**src/rtl/fetch_inst_queue_pkg.sv**
```systemverilog
// Shared fetch/pre-decode widths and the instruction-queue entry layout.
// Macros stay visible to every file compiled after this one.
`ifndef RISCV_DEFINE_V
`define RISCV_DEFINE_V
`define INST_WIDTH      32
`define INST_ADDR_WIDTH 32
`define BP_GHR_BITS     8
`define IF_BATCH_SIZE   2
`endif

`ifndef IQ_DEPTH
`define IQ_DEPTH 8
`endif

`define IQ_ENTRY_WIDTH (`INST_WIDTH + 1 + `INST_ADDR_WIDTH + `BP_GHR_BITS)

package fetch_inst_queue_pkg;

    localparam int INST_W = `INST_WIDTH;
    localparam int ADDR_W = `INST_ADDR_WIDTH;
    localparam int GHR_W  = `BP_GHR_BITS;
    localparam int ENTRY_W = `IQ_ENTRY_WIDTH;

    typedef struct packed {
        logic [INST_W-1:0] inst;
        logic              taken;
        logic [ADDR_W-1:0] target;
        logic [GHR_W-1:0]  hist;
    } iq_entry_t;

    // A predicted-taken slot 0 ends the fetch group, so slot 1 is wrong-path.
    function automatic logic slot1_kept(input logic [1:0] valid, input logic taken_0);
        return valid[1] & ~(valid[0] & taken_0);
    endfunction

endpackage

```
**src/rtl/fetch_iq_ram.sv**
```systemverilog
// Instruction-queue storage: register array with two write and two async read ports.
module fetch_iq_ram #(
    parameter int DEPTH = 8,
    parameter int WIDTH = 73
) (
    input  logic                     clk,
    input  logic                     rst_n,
    input  logic                     we_0,
    input  logic [$clog2(DEPTH)-1:0] waddr_0,
    input  logic [WIDTH-1:0]         wdata_0,
    input  logic                     we_1,
    input  logic [$clog2(DEPTH)-1:0] waddr_1,
    input  logic [WIDTH-1:0]         wdata_1,
    input  logic [$clog2(DEPTH)-1:0] raddr_0,
    output logic [WIDTH-1:0]         rdata_0,
    input  logic [$clog2(DEPTH)-1:0] raddr_1,
    output logic [WIDTH-1:0]         rdata_1
);

    logic [WIDTH-1:0] mem [DEPTH];

    // The two write addresses are always consecutive, so they never collide.
    always_ff @(posedge clk or negedge rst_n) begin
        if (!rst_n) begin
            for (int i = 0; i < DEPTH; i++) mem[i] <= '0;
        end else begin
            if (we_0) mem[waddr_0] <= wdata_0;
            if (we_1) mem[waddr_1] <= wdata_1;
        end
    end

    assign rdata_0 = mem[raddr_0];
    assign rdata_1 = mem[raddr_1];

endmodule

```
**src/rtl/fetch_inst_queue.sv**
```systemverilog
// Fetch-to-pre-decode decoupling queue: 2-wide push with taken-branch compaction,
// 2-wide show-ahead pop, flush to empty.
module fetch_inst_queue
    import fetch_inst_queue_pkg::*;
#(
    parameter int DEPTH = `IQ_DEPTH
) (
    input  logic                        clk,
    input  logic                        rst_n,
    input  logic                        flush,
    input  logic [`IF_BATCH_SIZE-1:0]   in_valid,
    input  logic [`INST_WIDTH-1:0]      in_inst_0,
    input  logic [`INST_WIDTH-1:0]      in_inst_1,
    input  logic                        in_pred_taken_0,
    input  logic                        in_pred_taken_1,
    input  logic [`INST_ADDR_WIDTH-1:0] in_pred_target_0,
    input  logic [`INST_ADDR_WIDTH-1:0] in_pred_target_1,
    input  logic [`BP_GHR_BITS-1:0]     in_pred_hist_0,
    input  logic [`BP_GHR_BITS-1:0]     in_pred_hist_1,
    output logic                        in_ready,
    input  logic                        dec_stall,
    output logic [1:0]                  out_inst_valid,
    output logic [`INST_WIDTH-1:0]      out_inst_0,
    output logic [`INST_WIDTH-1:0]      out_inst_1,
    output logic                        out_pred_taken_0,
    output logic                        out_pred_taken_1,
    output logic [`INST_ADDR_WIDTH-1:0] out_pred_target_0,
    output logic [`INST_ADDR_WIDTH-1:0] out_pred_target_1,
    output logic [`BP_GHR_BITS-1:0]     out_pred_hist_0,
    output logic [`BP_GHR_BITS-1:0]     out_pred_hist_1,
    output logic [$clog2(DEPTH):0]      out_count
);

    localparam int AW = $clog2(DEPTH);
    localparam int CW = AW + 1;

    logic [AW-1:0] head, tail;
    logic [CW-1:0] count;
    iq_entry_t     in_e0, in_e1, wdata_0, rd_0, rd_1;
    logic          push_acc, we_0, we_1;
    logic [1:0]    n_push, n_pop;

    assign in_e0 = '{inst: in_inst_0, taken: in_pred_taken_0,
                     target: in_pred_target_0, hist: in_pred_hist_0};
    assign in_e1 = '{inst: in_inst_1, taken: in_pred_taken_1,
                     target: in_pred_target_1, hist: in_pred_hist_1};

    // Pre-pop occupancy only: space freed by this cycle's pop is not reused.
    assign in_ready = (count <= CW'(DEPTH - 2));
    assign push_acc = in_ready & (|in_valid) & ~flush;

    assign we_0    = push_acc;
    assign we_1    = push_acc & in_valid[0] & slot1_kept(in_valid, in_pred_taken_0);
    assign wdata_0 = in_valid[0] ? in_e0 : in_e1;
    assign n_push  = push_acc ? (we_1 ? 2'd2 : 2'd1) : 2'd0;

    always_comb begin
        n_pop = 2'd0;
        if (!dec_stall && !flush) begin
            if (count >= CW'(2)) n_pop = 2'd2;
            else                 n_pop = count[1:0];
        end
    end

    assign out_inst_valid = {n_pop == 2'd2, n_pop != 2'd0};

    always_ff @(posedge clk or negedge rst_n) begin
        if (!rst_n) begin
            head  <= '0;
            tail  <= '0;
            count <= '0;
        end else if (flush) begin
            head  <= '0;
            tail  <= '0;
            count <= '0;
        end else begin
            head  <= head + AW'(n_pop);
            tail  <= tail + AW'(n_push);
            count <= count + CW'(n_push) - CW'(n_pop);
        end
    end

    fetch_iq_ram #(
        .DEPTH (DEPTH),
        .WIDTH (ENTRY_W)
    ) u_ram (
        .clk     (clk),
        .rst_n   (rst_n),
        .we_0    (we_0),
        .waddr_0 (tail),
        .wdata_0 (wdata_0),
        .we_1    (we_1),
        .waddr_1 (tail + AW'(1)),
        .wdata_1 (in_e1),
        .raddr_0 (head),
        .rdata_0 (rd_0),
        .raddr_1 (head + AW'(1)),
        .rdata_1 (rd_1)
    );

    assign out_inst_0        = out_inst_valid[0] ? rd_0.inst   : '0;
    assign out_pred_taken_0  = out_inst_valid[0] ? rd_0.taken  : 1'b0;
    assign out_pred_target_0 = out_inst_valid[0] ? rd_0.target : '0;
    assign out_pred_hist_0   = out_inst_valid[0] ? rd_0.hist   : '0;
    assign out_inst_1        = out_inst_valid[1] ? rd_1.inst   : '0;
    assign out_pred_taken_1  = out_inst_valid[1] ? rd_1.taken  : 1'b0;
    assign out_pred_target_1 = out_inst_valid[1] ? rd_1.target : '0;
    assign out_pred_hist_1   = out_inst_valid[1] ? rd_1.hist   : '0;

    assign out_count = count;

endmodule

```
**config.mk**
```make
export PLATFORM = sky130hd
export DESIGN_NAME = fetch_inst_queue
export DESIGN_NICKNAME = d
export VERILOG_FILES = /design/src/rtl/fetch_inst_queue_pkg.sv /design/src/rtl/fetch_iq_ram.sv /design/src/rtl/fetch_inst_queue.sv
export SDC_FILE = /design/constraint.sdc
export NUM_CORES = 2
export LEC_CHECK = 0
export CORE_MARGIN = 4
export CORE_UTILIZATION = 30
export CTS_CLUSTER_SIZE = 24
export DETAILED_ROUTE_END_ITERATION = 8
export GPL_ROUTABILITY_DRIVEN = 0
export PLACE_DENSITY = 0.58
export SLEW_MARGIN = 20
export SYNTH_ARGS = -nofsm -noshare
export SYNTH_HDL_FRONTEND = slang
export SYNTH_SLANG_ARGS = --single-unit
```
**constraint.sdc**
```tcl
create_clock -name clk -period 5.11 [get_ports clk]
set_input_delay 1.022 -clock clk [delete_from_list [all_inputs] [get_ports clk]]
set_output_delay 1.022 -clock clk [all_outputs]
set_load 0.01 [all_outputs]
```
==> qor.txt <==
result of the run - finished, final reports clean
R2R depth - 12
PD cells - 428.4 mW/mm2
Post-Synthesis Cells - 3544
skew final - 28.82 ps
NumNets Final - 3791
r2r endpoint - out_count[3]
Critical Path Fanout Max - 27
layout cells sized above 1 - 16.57%
largest area contributor in the netlist - dfrtp_1
Mapped Nets - 3710
Core Area - 0.1257 mm2
Slowest Stage Delay on Critical Path - 710 ps
area post-placement - 0.04228 mm2
setup TNS - 0 ps
Post-CTS Hold Buffers - 0
largest net degree at the start of global routing - 101
Die X - 364.0 um
Root Buffer - clkbuf_16
Tot GR Track Use - 19.32%
setup bufs post-CTS - 0
Worst-Margin Slew - 991.0 ps
vias in the first global route - 29160
CTS resizes - 0
drt initial violations - 2758
minimum clock period - 4749 ps
total power - 19.21 mW
CP Launch Type - register
count of unique library cells instantiated by Yosys - 36
detail-routed via count per cell - 5.432
final worst path period share - 92.94%
Total Wirelength - 129.7 mm
Worst Setup Path Type - register to output port
Die Y - 364.0 um
R2R Setup Slk - 1920 ps
gr ovfl total - 0
CTS Buffer Depth - 3
RSZ-0062 raised after global routing - no
Seq cells post-synth - 594
worst path cell trace - ha_4 > buf_12 > mux4_2 > nand2_1 > a21oi_1 > clkdlybuf4s50_1
Slew Viols, Final - 0
most common cell after layout, fill and taps aside - nand2_1
syn_area_per_cell - 10.73 um2
area share of the largest cell type after synthesis - 39.10%
Hold Worst Slack - 412.9 ps
Max-cap violations - 0
PortBufs - 304
Routed Antenna Nets - 0
Wirelength per Cell - 24.30 um
row count - 130
Achievable Freq - 210.6 MHz
starting density of the core - 30.23%
Final Hold Viols - 0
H-tree levels - 3
CP arrival - 3730 ps
Pre-antenna DRT Iters - 6
WP data required - 4090 ps
FF-to-FF Start - out_count[2]
initial antenna violation count - 5
Core Util, Final - 35.67%
Post-Syn Area - 0.03802 mm2
yosys warns - 0
commonest cells after routing, fill and taps aside - 733 x nand2_1, 657 x mux2i_1, 591 x dfrtp_1, 386 x o21ai_0, 301 x clkdlybuf4s50_1
Worst-Skew Late Latency - 630 ps
final setup violation count - 0
Slew HR - 33.44%
first-pass GRT wire length - 194.3 mm
fin area - 0.04484 mm2
Vias - 29000
Synth area leaders - dfrtp_1 39%, mux2i_1 17%, mux4_2 17%, nand2_1 7.2%, o21ai_0 5.1%
DIE AREA - 0.1325 mm2
Slowest-stage cell, CP - dfrtp_4
HPWL Detailed - 77.16 mm
area grow syn2layout - 17.96%
Post-route DRC - 0
TritonCTS Buffers - 75
register area share after synthesis - 39.10%
worst hold path class - input port to asynchronous set/reset pin
Sink Count - 594
CP Capture Type - output port
clock transition at the registers of the reported paths - 60 ps
CTS tree - done
worst vdd ir - 0.0002631 V
Ports - 305
Leak - 16.53 nW
==> cells in the mapped netlist (all sizes together) <==
master and instances:
inv 15, o21ai 586, nor2 83, fa 4
nand3 5, dfrtp 594, nand2b 1, mux4 292
xnor2 5, mux2 74, nor4 7, a21oi 74
nand2 734, or3 2, nand3b 1, xor2 3
nor2b 5, and4 4, mux2i 657, or2 1
buf 195, a21o 1, nor3 2, and4b 1
nor3b 2, clkbuf 186, ha 10
==> metal layers <==
layer	GRT usage [%]	share of wire, %	up-vias
met2	30.46	47	1096
met3	3.440	6.4	192
met4	6.109	2.8	6
met5	0	0.033	-
met1	27.07	44	14790
li1	-	-	12910
==> state kept, by name, indices dropped and copies added (netlist names) <==
register / cells
u_ram.mem: 584
out_count: 4
head: 3
tail: 3
==> how the worst max path moves through the flow <==
stage,slack (ps),endpoint,from
floorplan,1640,out_count[3],flush
global placement,690,out_inst_1[19],flush
detailed placement,670,out_inst_1[22],flush
CTS,220,out_inst_1[2],head[1]
global route,150,out_pred_target_1[29],head[1]
finish,360,out_pred_target_1[28],head[1]
==> stage by stage <==
stage,worst slack [ps],cells
floorplan,1641,3544
global placement,685.8,5198
detailed placement,669.4,5198
CTS,218.0,5337
global route,146.6,5338
finish,361.0,5338
==> power breakdown <==
part / leakage (nW) / internal, mW / switching, mW / total, mW
Clock: 1.25 / 3.24 / 2.29 / 5.53
Sequential: 7.79 / 6.12 / 1.15 / 7.27
Combinational: 7.48 / 3.34 / 3.07 / 6.41
==> cell type report <==
| class | count | area (um2) |
|---|---|---|
| antenna | 1 | 2.502 |
| clock buffer | 105 | 2160 |
| clock inverter | 34 | 401.6 |
| fill | 12390 | 80890 |
| inverter | 15 | 56.30 |
| multi-input combinational | 2554 | 21110 |
| sequential | 594 | 14880 |
| tap | 1650 | 2064 |
| timing repair buffer | 385 | 4177 |
==> cells by family after synthesis <==
family / count (synthesis) / synth area share [%]
xor+xnor: 8 / 0.1843
fa+ha+maj: 14 / 0.5398
buf+inv: 396 / 5.757
simple gates: 848 / 8.811
mux: 1023 / 36.80
flops: 594 / 39.10
compound gates: 661 / 8.808
==> critical path: cells and delay by family (launching register included) <==
| family | cells | cell delay [ps] |
|---|---|---|
| flops | 1 | 710 |
| simple gates | 1 | 200 |
| mux | 1 | 550 |
| compound gates | 1 | 110 |
| fa+ha+maj | 1 | 660 |
| buf+inv | 2 | 850 |
Note: power is estimated with default switching activity, not from simulation.
